==> src/rtl/mem_preload_sequencer_if.sv <==
// Memory write port shared by the preload sequencer and the CPU's external
// data-memory write path. The master drives the write; the slave answers ready.
interface mem_preload_sequencer_if #(
  parameter int ADDR_W = 32,
  parameter int DATA_W = 32
);
  logic              mem_we;
  logic [ADDR_W-1:0] mem_addr;
  logic [DATA_W-1:0] mem_wdata;
  logic              mem_ready;

  modport master (
    output mem_we,
    output mem_addr,
    output mem_wdata,
    input  mem_ready
  );

  modport slave (
    input  mem_we,
    input  mem_addr,
    input  mem_wdata,
    output mem_ready
  );
endinterface

==> src/rtl/mem_preload_sequencer.sv <==
// Memory preload sequencer.
// Holds the CPU in reset, writes NUM_WORDS words starting at BASE_ADDR (the
// first NUM_VALS words carry the point values latched at start, the rest are
// zero), then releases the CPU. Each write waits for mem_ready, is followed by
// GAP_CYCLES idle cycles, and is abandoned with a sticky error if ready stays
// low for TIMEOUT consecutive cycles.
module mem_preload_sequencer #(
  parameter int          ADDR_W     = 32,
  parameter int          DATA_W     = 32,
  parameter int          PT_W       = 5,
  parameter int          NUM_VALS   = 2,
  parameter int          NUM_WORDS  = 4,
  parameter logic [31:0] BASE_ADDR  = 32'h02000000,
  parameter int          STRIDE     = 4,
  parameter int          GAP_CYCLES = 1,
  parameter int          TIMEOUT    = 255
) (
  input  logic                               clk,
  input  logic                               reset,
  input  logic                               start,
  input  logic [NUM_VALS*PT_W-1:0]           pt_data,
  mem_preload_sequencer_if.master            mem_bus,
  output logic                               cpu_reset,
  output logic                               busy,
  output logic                               done,
  output logic                               err,
  output logic [$clog2(NUM_WORDS+1)-1:0]     word_idx
);

  localparam int IDX_W   = $clog2(NUM_WORDS + 1);
  localparam int STALL_W = $clog2(TIMEOUT + 1);
  localparam int GAP_W   = $clog2(GAP_CYCLES + 2);

  localparam logic [IDX_W-1:0]   LAST_IDX   = IDX_W'(NUM_WORDS - 1);
  // The stall counter holds the number of stalled cycles already seen, so the
  // TIMEOUT-th stalled cycle is the one where it reads TIMEOUT-1.
  localparam logic [STALL_W-1:0] STALL_LAST = STALL_W'(TIMEOUT - 1);
  localparam logic [GAP_W-1:0]   GAP_LAST   = GAP_W'((GAP_CYCLES > 0) ? GAP_CYCLES - 1 : 0);

  localparam logic [1:0] S_IDLE  = 2'd0;
  localparam logic [1:0] S_WRITE = 2'd1;
  localparam logic [1:0] S_GAP   = 2'd2;
  localparam logic [1:0] S_DONE  = 2'd3;

  logic [1:0]               r_state;
  logic                     r_cpu_reset;
  logic                     r_err;
  logic [IDX_W-1:0]         r_word_idx;
  logic [STALL_W-1:0]       r_stall;
  logic [GAP_W-1:0]         r_gap;
  logic [NUM_VALS*PT_W-1:0] r_pt;

  logic                     w_in_write;
  logic [ADDR_W-1:0]        w_addr;
  logic [DATA_W-1:0]        w_val_data;
  logic [PT_W-1:0]          w_vals [NUM_VALS];

  // Split the latched point bus into one value per word slot.
  for (genvar gi = 0; gi < NUM_VALS; gi++) begin : g_unpack
    assign w_vals[gi] = r_pt[gi*PT_W +: PT_W];
  end

  // Sequencer state, word/stall/gap counters, latched values and sticky error.
  always_ff @(posedge clk) begin
    if (reset) begin
      r_state     <= S_IDLE;
      r_cpu_reset <= 1'b1;
      r_err       <= 1'b0;
      r_word_idx  <= '0;
      r_stall     <= '0;
      r_gap       <= '0;
      r_pt        <= '0;
    end else begin
      case (r_state)
        S_IDLE: begin
          r_cpu_reset <= 1'b0;
          if (start) begin
            r_pt        <= pt_data;
            r_err       <= 1'b0;
            r_word_idx  <= '0;
            r_stall     <= '0;
            r_cpu_reset <= 1'b1;
            r_state     <= S_WRITE;
          end
        end
        S_WRITE: begin
          if (mem_bus.mem_ready) begin
            r_stall <= '0;
            if (GAP_CYCLES > 0) begin
              r_gap   <= '0;
              r_state <= S_GAP;
            end else if (r_word_idx == LAST_IDX) begin
              r_state <= S_DONE;
            end else begin
              r_word_idx <= r_word_idx + IDX_W'(1);
            end
          end else if (r_stall == STALL_LAST) begin
            // Memory never answered: abandon the remaining words.
            r_stall <= '0;
            r_err   <= 1'b1;
            r_state <= S_DONE;
          end else begin
            r_stall <= r_stall + STALL_W'(1);
          end
        end
        S_GAP: begin
          if (r_gap == GAP_LAST) begin
            if (r_word_idx == LAST_IDX) begin
              r_state <= S_DONE;
            end else begin
              r_word_idx <= r_word_idx + IDX_W'(1);
              r_state    <= S_WRITE;
            end
          end else begin
            r_gap <= r_gap + GAP_W'(1);
          end
        end
        S_DONE: begin
          // CPU leaves reset together with the return to IDLE.
          r_cpu_reset <= 1'b0;
          r_state     <= S_IDLE;
        end
        default: begin
          r_state <= S_IDLE;
        end
      endcase
    end
  end

  assign w_in_write = (r_state == S_WRITE);
  assign w_addr     = ADDR_W'(BASE_ADDR) + ADDR_W'(r_word_idx) * ADDR_W'(STRIDE);

  // Select the zero-extended point value for the current word, zero past NUM_VALS.
  always_comb begin
    w_val_data = '0;
    for (int k = 0; k < NUM_VALS; k++) begin
      if (r_word_idx == IDX_W'(k)) begin
        w_val_data = DATA_W'(w_vals[k]);
      end
    end
  end

  assign mem_bus.mem_we    = w_in_write;
  assign mem_bus.mem_addr  = w_in_write ? w_addr : '0;
  assign mem_bus.mem_wdata = w_in_write ? w_val_data : '0;

  assign cpu_reset = r_cpu_reset;
  assign busy      = (r_state != S_IDLE);
  assign done      = (r_state == S_DONE);
  assign err       = r_err;
  assign word_idx  = r_word_idx;

endmodule

==> src/flat_wrapper.sv <==
// flat-port wrapper written by rule: the top's interface ports become plain ports
module mem_preload_sequencer_flat 
#(
  parameter int          ADDR_W     = 32,
  parameter int          DATA_W     = 32,
  parameter int          PT_W       = 5,
  parameter int          NUM_VALS   = 2,
  parameter int          NUM_WORDS  = 4,
  parameter logic [31:0] BASE_ADDR  = 32'h02000000,
  parameter int          STRIDE     = 4,
  parameter int          GAP_CYCLES = 1,
  parameter int          TIMEOUT    = 255
)
  (clk, reset, start, pt_data, cpu_reset, busy, done, err, word_idx, mem_bus_mem_we, mem_bus_mem_addr, mem_bus_mem_wdata, mem_bus_mem_ready);
  mem_preload_sequencer_if #(.ADDR_W(ADDR_W), .DATA_W(DATA_W)) mem_bus_i ();
  input  logic clk;
  input  logic reset;
  input  logic start;
  input  logic [NUM_VALS*PT_W-1:0] pt_data;
  output logic cpu_reset;
  output logic busy;
  output logic done;
  output logic err;
  output logic [$clog2(NUM_WORDS+1)-1:0] word_idx;
  output wire logic [$bits(mem_bus_i.mem_we)-1:0] mem_bus_mem_we;
  output wire logic [$bits(mem_bus_i.mem_addr)-1:0] mem_bus_mem_addr;
  output wire logic [$bits(mem_bus_i.mem_wdata)-1:0] mem_bus_mem_wdata;
  input wire logic [$bits(mem_bus_i.mem_ready)-1:0] mem_bus_mem_ready;
  assign mem_bus_mem_we = mem_bus_i.mem_we;
  assign mem_bus_mem_addr = mem_bus_i.mem_addr;
  assign mem_bus_mem_wdata = mem_bus_i.mem_wdata;
  assign mem_bus_i.mem_ready = mem_bus_mem_ready;
  mem_preload_sequencer #(.ADDR_W(ADDR_W), .DATA_W(DATA_W), .PT_W(PT_W), .NUM_VALS(NUM_VALS), .NUM_WORDS(NUM_WORDS), .BASE_ADDR(BASE_ADDR), .STRIDE(STRIDE), .GAP_CYCLES(GAP_CYCLES), .TIMEOUT(TIMEOUT)) u_core (.clk(clk), .reset(reset), .start(start), .pt_data(pt_data), .mem_bus(mem_bus_i), .cpu_reset(cpu_reset), .busy(busy), .done(done), .err(err), .word_idx(word_idx));
endmodule
==> config.mk <==
export PLATFORM = sky130hd
export DESIGN_NAME = mem_preload_sequencer_flat
export DESIGN_NICKNAME = d
export VERILOG_FILES = /design/src/rtl/mem_preload_sequencer_if.sv /design/src/rtl/mem_preload_sequencer.sv /design/src/flat_wrapper.sv
export SDC_FILE = /design/constraint.sdc
export NUM_CORES = 1
export LEC_CHECK = 0
export ABC_AREA = 0
export BUFFER_PORTS_ARGS = -buffer_cell sky130_fd_sc_hd__buf_4
export CAP_MARGIN = 20
export CORE_ASPECT_RATIO = 0.7
export CORE_UTILIZATION = 45
export DETAILED_ROUTE_END_ITERATION = 10
export GPL_TIMING_DRIVEN = 0
export MAX_ROUTING_LAYER = met4
export PLACE_DENSITY = 0.77
export SYNTH_ARGS = -nofsm -noshare
export SYNTH_HDL_FRONTEND = slang
export SYNTH_SLANG_ARGS = --single-unit
==> constraint.sdc <==
create_clock -name clk -period 2.4 [get_ports clk]
set_input_delay 0.24 -clock clk [delete_from_list [all_inputs] [get_ports clk]]
set_output_delay 0.24 -clock clk [all_outputs]
set_load 0.03 [all_outputs]
; Yosys cells after proc, flatten, opt, wreduce, memory -nomap -nowiden
; Cells that the tools add are included.
[word_totals]
regBits = 27
word_cells = 66
inputBits = 14
[classes]
n_reduce_logical = 14
mux = 27
add_sub_neg = 4
eq_ne = 14
[ops]
columns = op, count
row1 = 2-to-1 mux 32 bit, 1
row2 = adder 26 x 5 -> 27 bit (first input constant), 1
row3 = 2-to-1 mux 8 bit, 3
row4 = case mux 8 bit (2 select lines), 1
row5 = 2-to-1 mux 5 bit, 3
row6 = 2-to-1 mux 2 bit, 7
row7 = != test 2 bit (second input constant), 6
row8 = nonzero test 2 bit, 5
row9 = 2-to-1 mux 3 bit, 3
row10 = adder 8 x 1 -> 8 bit (second input constant), 1
row11 = == test 8 bit (second input constant), 1
row12 = case mux 2 bit (4 select lines), 1
row13 = AND reduction 4 bit, 2
row14 = case mux 3 bit (2 select lines), 1
row15 = AND reduction 3 bit, 2
row16 = == test 2 bit (second input constant), 2
row17 = logical NOT 2 bit, 2
row18 = 2-to-1 mux 1 bit, 4
row19 = case mux 1 bit (2 select lines), 2
row20 = case mux 2 bit (2 select lines), 1
row21 = AND reduction 2 bit, 2
row22 = adder 3 x 1 -> 3 bit (second input constant), 1
row23 = == test 3 x 1 -> 1 bit (second input constant), 1
row24 = == test 3 x 2 -> 1 bit (second input constant), 1
row25 = 5 further kinds, 5

; Longest topological paths before layout
; Gate-level depths: netlist of run 1.
[logic_depth]
depth_word = 4
depth_mapped = 7
depth_no_buf = 6

; Worst setup path before layout of run 1
; Ideal clock, no wire load.
[synth_timing]
kind = register to register
from = register u_core.r_state[1]
to = register u_core.r_stall[7]
path_buffers = 1
path_stages_with_launch = 8
setup_ns = 0.134
arrival_time_ns = 1.681
required_ns = 2.266
period_less_slack_ns = 1.814
setup_slack_ns = 0.586
path_cell_list = dfxtp_1 -> inv_1 -> ha_1 -> buf_2 -> mux2i_1 -> nor4_1 -> xnor2_1 -> nor2_1
[synth_via]
elab_chain_cells = 3
elab_cells_between_ends = 6
[synth_lines]
columns = item, line
row1 = "start, declared", mem_preload_sequencer.sv:45  ; logic [1:0] r_state;
row2 = "start signal, assigned", mem_preload_sequencer.sv:66  ; r_state <= S_IDLE;
row3 = "start signal, assigned", mem_preload_sequencer.sv:83  ; r_state <= S_WRITE;
row4 = "start signal, assigned", mem_preload_sequencer.sv:91  ; r_state <= S_GAP;
row5 = == test 2 x 1 -> 1 bit (*), -
row6 = named net mem_bus_mem_we, flat_wrapper.sv:25  ; output wire logic [$bits(mem_bus_i.mem_we)-1:0] mem_bus_mem_we;
row7 = nonzero test 2 bit (no line), -
row8 = AND reduction 2 bit (no line), -
row9 = "end signal, assigned", mem_preload_sequencer.sv:103  ; r_stall <= r_stall + STALL_W'(1);
row10 = "end, declared", mem_preload_sequencer.sv:49  ; logic [STALL_W-1:0] r_stall;
; Mark *: on every way through the listed nets, which the timed path passes. The rest lies on a longest branch.
; A chain may end at the register's enable or synchronous reset.

; Worst setup path in the final report of run 1
[layout_timing]
from = register u_core.r_state[1]
to = register u_core.r_stall[1]
[layout_via]
elab_chain_cells = 3
elab_cells_between_ends = 6
[layout_lines]
columns = item, line
row1 = == test 2 x 1 -> 1 bit or logical NOT 2 bit (tied branches), mem_preload_sequencer.sv:74  ; case (r_state)
row2 = nonzero test 2 bit (no line) or != test 2 bit (tied branches), -
row3 = AND reduction 2 bit (no line), -
; Several ways; a longest one is shown, not always the timed one.

==> results.md, run 1 <==
- Largest net degree at the start of global routing: 15
- Yosys top cell by area: dfxtp_1
- Ant diodes: 0
- CTS Sinks: 27
- Fmax: 486.1 MHz
- Num CTS Buffers: 3
- Core area: 3970 µm²
- Reg-to-Reg End: u_core.r_stall[1]$_SDFFE_PP0P_
- Largest family of logic cells by synthesized area: buffers and inverters
- Vias: between 1500 and 2000
- Reg2Reg Depth: 6
- DRC violations left: 0
- Buffers on Ports: 30
- Routability congestion estimate: roughly 0.79
- Hold path startpoint: pt_data[9]
- CP Buf/Inv Count: 2
- Synth top area cells: dfxtp_1 29%, buf_4 22%, ha_1 7.3%, nand2_1 6.1%, a21oi_1 5.8%
- Status: finished, final reports clean
- Final Setup Violations: 0
- Ys flop type: dfxtp_1
- TritonCTS clock tree: built
- DRT antenna net count: 0
- Synth top cells by count: 56 x buf_4, 31 x nand2_1, 29 x nor2_1
- Asr flop ratio synth: 0%
- Die X: 79.58 µm
- Worst path required time: ~2.6 ns
- Slew headroom: about three fifths
- Layout area overhead: 28.38%
- RSZ-0062 raised after global routing: false
- Fin crit share: between 80% and 90%
- Clock period minus worst slack: 2.057 ns
- Ys Warns: 0
- Peak fanout along the critical path: 10
- Pleak: between 1 and 1.5 nW
- DRT Pass-1 Iters: 4
- Pwr per Cell Area: 694.3 nW/µm²
- Initial antenna violation count: 0
- Root Buffer: clkbuf_8
- 1st-iter DRT viols: 32
- Skew final: between 0.003 and 0.004 ns
- Clk slew on worst S/H paths: 0.09 ns
- CTS H-tree depth: 1
- Clock insertion delay at the later pin of the skew report: ~0.27 ns
- Worst Path Arrival: 2.24 ns
- Hold crit path type: in2reg
- Fin area: between 2000 and 2500 µm²
- Die area: 4480 µm²
- Clock buffer depth: 2
- Avg Cell Area, Syn: slightly below 8 µm²
- Share of post-route cells with drive strength above 1: between 20% and 30%
- Post-Synth XOR/XNOR Area: roughly 2.8%
- Worst-margin pin slew: a little over 0.6 ns
- Metal2 WL: ~1500 µm
- Cells along the critical path: inv_1 > ha_1 > buf_2 > mux2i_1 > o21bai_1 > a211oi_1
- Vias/cell: between 4 and 5
- Die height: approximately 56 µm
- Hold Buf Count CTS: 0
- RR Startpoint: u_core.r_state[1]$_SDFFE_PP0P_
- Setup CP Type: reg2reg
- Tot GR Track Use: roughly 17%
- Maximum vdd drop: between 0.0004 and 0.0005 V
- Met3 WL post-DR: 254 µm
- CP peak stage delay: between 0.4 and 0.5 ns
- Mux share of post-synthesis cell area: under 10%
- Highest Signal Layer: met4
- Placed cell area: around 2400 µm²
- Met1 wire length: roughly 1700 µm
- Total wire length: about 3500 µm
- Most frequent cell after synthesis: buf_4
- Vias in the first global route: between 1000 and 1500
- Hold Crit Depth: 3
- Post-DR wirelength/cell: just over 9 µm
- Simple-Gate Fraction of Synth Area: 21.19%
- Seq/Total Area, Yosys: about 29%
- Adder-Cell Fraction of Synth Area: 7.261%
- Crit path max-delay family: compound AO/OA/AOI/OAI gates
- Post-synth EDFFs: 0
- Startpoint types: flip-flop
- Max-cap violations: 0
- Crit end category: flip-flop
- Synth Area in Compound Gates: a little under an eighth
- Nets@finish: approximately 360
- #FFs+latches synth: 27
- Synth Cell Area: 1896 µm²
- Initial Util: a little under half
- Worst hold endpoint: u_core.r_pt[9]$_SDFFE_PP0P_
- Final Hold Fails: 0
- First-pass GRT wire length: a little under 6000 µm
- Row count: 19
- Post-CTS resize count: 0
- Synth top area share: about 29%
- Cells after Synth: roughly 240
- Fin. max-slew vios: 0
- GR Overflow Total: 0
- Dpl hpwl: 2764 µm
- Synth cell types: 37
- Reg2reg setup slack: 0.34 ns
- Crit-path slowest cell: dfxtp_1
- Num ports: 86
- Post-CTS Setup Bufs: 0
- Setup tns final: 0 ns
==> worst max-delay path by stage <==
stage / startpoint / endpoint / cells past startpoint
floorplan: u_core.r_state[1]$_SDFFE_PP0P_ / u_core.r_stall[7]$_SDFFE_PP0P_ / 7
global placement: u_core.r_state[1]$_SDFFE_PP0P_ / u_core.r_stall[1]$_SDFFE_PP0P_ / 6
detailed placement: u_core.r_state[1]$_SDFFE_PP0P_ / u_core.r_stall[1]$_SDFFE_PP0P_ / 6
CTS: u_core.r_state[1]$_SDFFE_PP0P_ / u_core.r_stall[1]$_SDFFE_PP0P_ / 6
global route: u_core.r_state[1]$_SDFFE_PP0P_ / u_core.r_stall[1]$_SDFFE_PP0P_ / 6
finish: u_core.r_state[1]$_SDFFE_PP0P_ / u_core.r_stall[1]$_SDFFE_PP0P_ / 6
==> worst reg2reg max path, delay by kind of cell, from the launching register on <==
family	cells	cell delay [ns]
fa+ha+maj	1	0.23
flops	1	0.43
compound gates	2	0.63
mux	1	0.40
buf+inv	2	0.28
==> where the power goes <==
| part | switching [W] | internal [W] | leakage (nW) | total [W] |
|---|---|---|---|---|
| combinational | 0.000540 | 0.000337 | 0.995 | 0.000878 |
| clock | 0.000140 | 0.000119 | 0.0228 | 0.000259 |
| sequential | 0.0000472 | 0.000506 | 0.220 | 0.000553 |
==> metal layers <==
metal,track usage (%),vias up
li1,-,853
met4,6.234,0
met3,4.390,4
met5,-,-
met1,21.55,666
met2,25.76,54
==> cell type report <==
| type | count | area [µm²] |
|---|---|---|
| plain buffers | 64 | 466.7 |
| clock buffers | 4 | 45.04 |
| fillers | 373 | 1536 |
| inverters | 10 | 37.54 |
| multi-input cells | 196 | 1054 |
| flip-flops and latches | 27 | 540.5 |
| well taps | 52 | 65.06 |
| repair buffers | 30 | 225.2 |
==> sequential cells by signal, indices dropped and copies added, names as in the netlist <==
register and count:
u_core.r_state 2, u_core.word_idx 3, u_core.r_pt 10, u_core.r_gap 2, u_core.cpu_reset 1, u_core.err 1, u_core.r_stall 8
==> layout by cell type, fill, tap and decap left out, types with 2 or more instances in the layout <==
master	n
a21oi_1	22
nor3_1	4
nand2b_1	2
o31ai_1	3
conb_1	55
xnor2_1	3
buf_4	86
mux2i_1	3
ha_1	11
nor2_1	29
nand3_1	3
inv_1	10
nand2_1	31
o21ai_0	3
buf_6	2
dfxtp_1	27
clkbuf_1	6
clkbuf_8	3
and2_1	5
xor2_1	3
nand4_1	2
or4_1	2
==> cell families after synthesis <==
group / Yosys count
and+or+nand+nor: 87
buffers and inverters: 74
AOI/OAI and AO/OA: 33
DFF: 27
adders and majority gates: 11
xor gates and xnor gates: 6
muxes: 4
other: 1
==> metrics by stage <==
| stage | total power, W | utilization (%) | instances | setup slack, ns | hold slack (ns) |
|---|---|---|---|---|---|
| floorplan | 0.001250 | - | 297 | 0.5859 | 0.3760 |
| global placement | 0.001421 | 60.16 | 379 | 0.3825 | 0.4422 |
| detailed placement | 0.001434 | 60.16 | 379 | 0.4031 | 0.4475 |
| CTS | 0.001700 | 61.30 | 383 | 0.3735 | 0.1984 |
| global route | 0.001818 | 61.30 | 383 | 0.1291 | 0.2051 |
| finish | 0.001690 | 61.30 | 383 | 0.3430 | 0.2056 |
(Power assumes the default switching activity.)
==> inputs of run 2 (changes only) <==
CORE_MARGIN = 5   (was unset)
==> run 2 against run 1 <==
Via count up 1.4%. Critical path depth unchanged. Largest power group unchanged. Worst hold slack better by 0.00094 ns. Critical path type unchanged. Register-to-register slack worse by 0.03 ns. Clock skew down 0.00093 ns. Cell count unchanged. Design area unchanged. Count of clock-buffer cells in the layout unchanged.
==> results.md, run 2 (same netlist as run 1, synthesis figures left out) <==
- TritonCTS clock tree: built
- Buffers on Ports: 30
- Row count: 19
- Max reg flops: 10
- Largest net degree at the start of global routing: 15
- Pwr per Cell Area: 698.9 nW/µm²
- Num ports: 86
- Num CTS Buffers: 3
- Crit path max-delay family: compound AO/OA/AOI/OAI gates
- Vias/cell: 4.175
- Fin crit share: ~87%
- Layout area overhead: 28.38%
- Fmax: 478.3 MHz
- Dpl hpwl: about 3200 µm
- DRT Pass-1 Iters: 4
- Biggest register: u_core.r_pt
- 1st-iter DRT viols: between 40 and 50
- Die height: 64.30 µm
- Root Buffer: clkbuf_8
- Commonest non-fill, non-tap cell in the layout: buf_4
- Initial Util: between 40% and 50%
- CP Buf/Inv Count: 2
- Worst Path Arrival: about 2.3 ns
- Post-DR wirelength/cell: 10.25 µm
- Vias: 1599
- DRC violations left: 0
- Tot GR Track Use: between 10% and 20%
- Fill cells: 395
- Die X: 87.58 µm
- Maximum vdd drop: about 0.00044 V
- Core area: around 4000 µm²
- Max-cap violations: 0
- Post-CTS Setup Bufs: 0
- Total wire length: about 3900 µm
- Cells along the critical path: inv_1 > ha_1 > buf_2 > mux2i_1 > o21bai_1 > a211oi_1
- Setup WS post-layout: approximately 0.31 ns
- Vias in the first global route: between 1000 and 1500
- Register area: between 500 and 600 µm²
- Fin. max-slew vios: 0
- Setup tns final: 0 ns
- Slew headroom: around three fifths
- Pre-CTS WS: 0.3620 ns
- RSZ-0062 raised after global routing: false
- Clock insertion delay at the later pin of the skew report: about 0.27 ns
- Ant diodes: 0
- First-pass GRT wire length: just over 6000 µm
- Final Setup Violations: 0
- Share of post-route cells with drive strength above 1: just under 30%
- Reg2Reg Depth: 6
- Hold Buf Count CTS: 0
- Hold crit path type: in2reg
- Crit path depth: 6
- Startpoint types: flip-flop
- Routability congestion estimate: about 0.84
- Clock buffer depth: 2
- Post-CTS resize count: 0
- Final Hold Slack: 0.2065 ns
- Clk slew on worst S/H paths: roughly 0.090 ns
- Worst-margin pin slew: approximately 0.6 ns
- CTS Sinks: 27
- DRT antenna net count: 0
- CTS H-tree depth: 1
- Worst path required time: 2.60 ns
- Crit-path slowest cell: dfxtp_1
- Peak fanout along the critical path: 10
- Nets@finish: around 360
- Die area: 5631 µm²
- Initial antenna violation count: 0
- Commonest non-fill, non-tap cells in the layout: 86 x buf_4, 55 x conb_1, 31 x nand2_1, 29 x nor2_1, 27 x dfxtp_1
- Crit end category: flip-flop
- Final Hold Fails: 0
- Area of the multi-input gates: 1054 µm²
- Fin util: approximately 61%
- Clock period minus worst slack: approximately 2.1 ns
- Skew final: ~0.003 ns
- Pleak: around 1.2 nW
- Status: finished, final reports clean
- Hold Crit Depth: 3
- Setup CP Type: reg2reg
- GR Overflow Total: 0
- CP peak stage delay: approximately 0.44 ns
## run 2: cell counts in the layout (fill, tap and decap cells not counted)
No cell type changed its count.
## run 2: worst reg2reg max path: stages (launching register included)
cell	delay [ns]
dfxtp_1	0.44
inv_1	0.09
ha_1	0.24
buf_2	0.20
mux2i_1	0.43
o21bai_1	0.34
a211oi_1	0.28
## run 2: report_power, final
part / switching [W] / internal, W / total, W
Sequential: 0.0000488 / 0.000506 / 0.000554
Clock: 0.000141 / 0.000119 / 0.000260
Combinational: 0.000550 / 0.000337 / 0.000887
## run 2: routing by layer
layer	GRT usage, %	wire length (µm)	vias to the layer above
met4	2.874	14	0
li1	-	-	847
met1	17.55	1759	696
met2	22.37	1802	53
met3	3.081	348	3
met5	-	0	-
## run 2: final cells by class
class	count	share of cell area [%]
multi-input cells	196	43.29
well taps	52	2.674
repair buffers	30	9.255
inverters	10	1.542
clock buffers	4	1.851
plain buffers	64	19.18
flip-flops and latches	27	22.21
## run 2: per-stage QoR
stage | std cells | instance area (µm²) | total power (W)
2_1_floorplan | 297 | 2098 | 0.001250
3_3_place_gp | 379 | 2389 | 0.001423
5_1_grt | 383 | 2434 | 0.001810
3_5_place_dp | 379 | 2389 | 0.001446
6_report | 383 | 2434 | 0.001701
4_1_cts | 383 | 2434 | 0.001702
## run 2: worst paths after layout
kind,slack (ns),start,endpoint
worst max-delay path,0.31,u_core.r_state[1]$_SDFFE_PP0P_,u_core.r_stall[1]$_SDFFE_PP0P_
worst min-delay path,0.21,pt_data[7],u_core.r_pt[7]$_SDFFE_PP0P_
worst max register to register,0.31,u_core.r_state[1]$_SDFFE_PP0P_,u_core.r_stall[1]$_SDFFE_PP0P_
worst min register to register,0.46,u_core.r_pt[0]$_SDFFE_PP0P_,u_core.r_pt[0]$_SDFFE_PP0P_
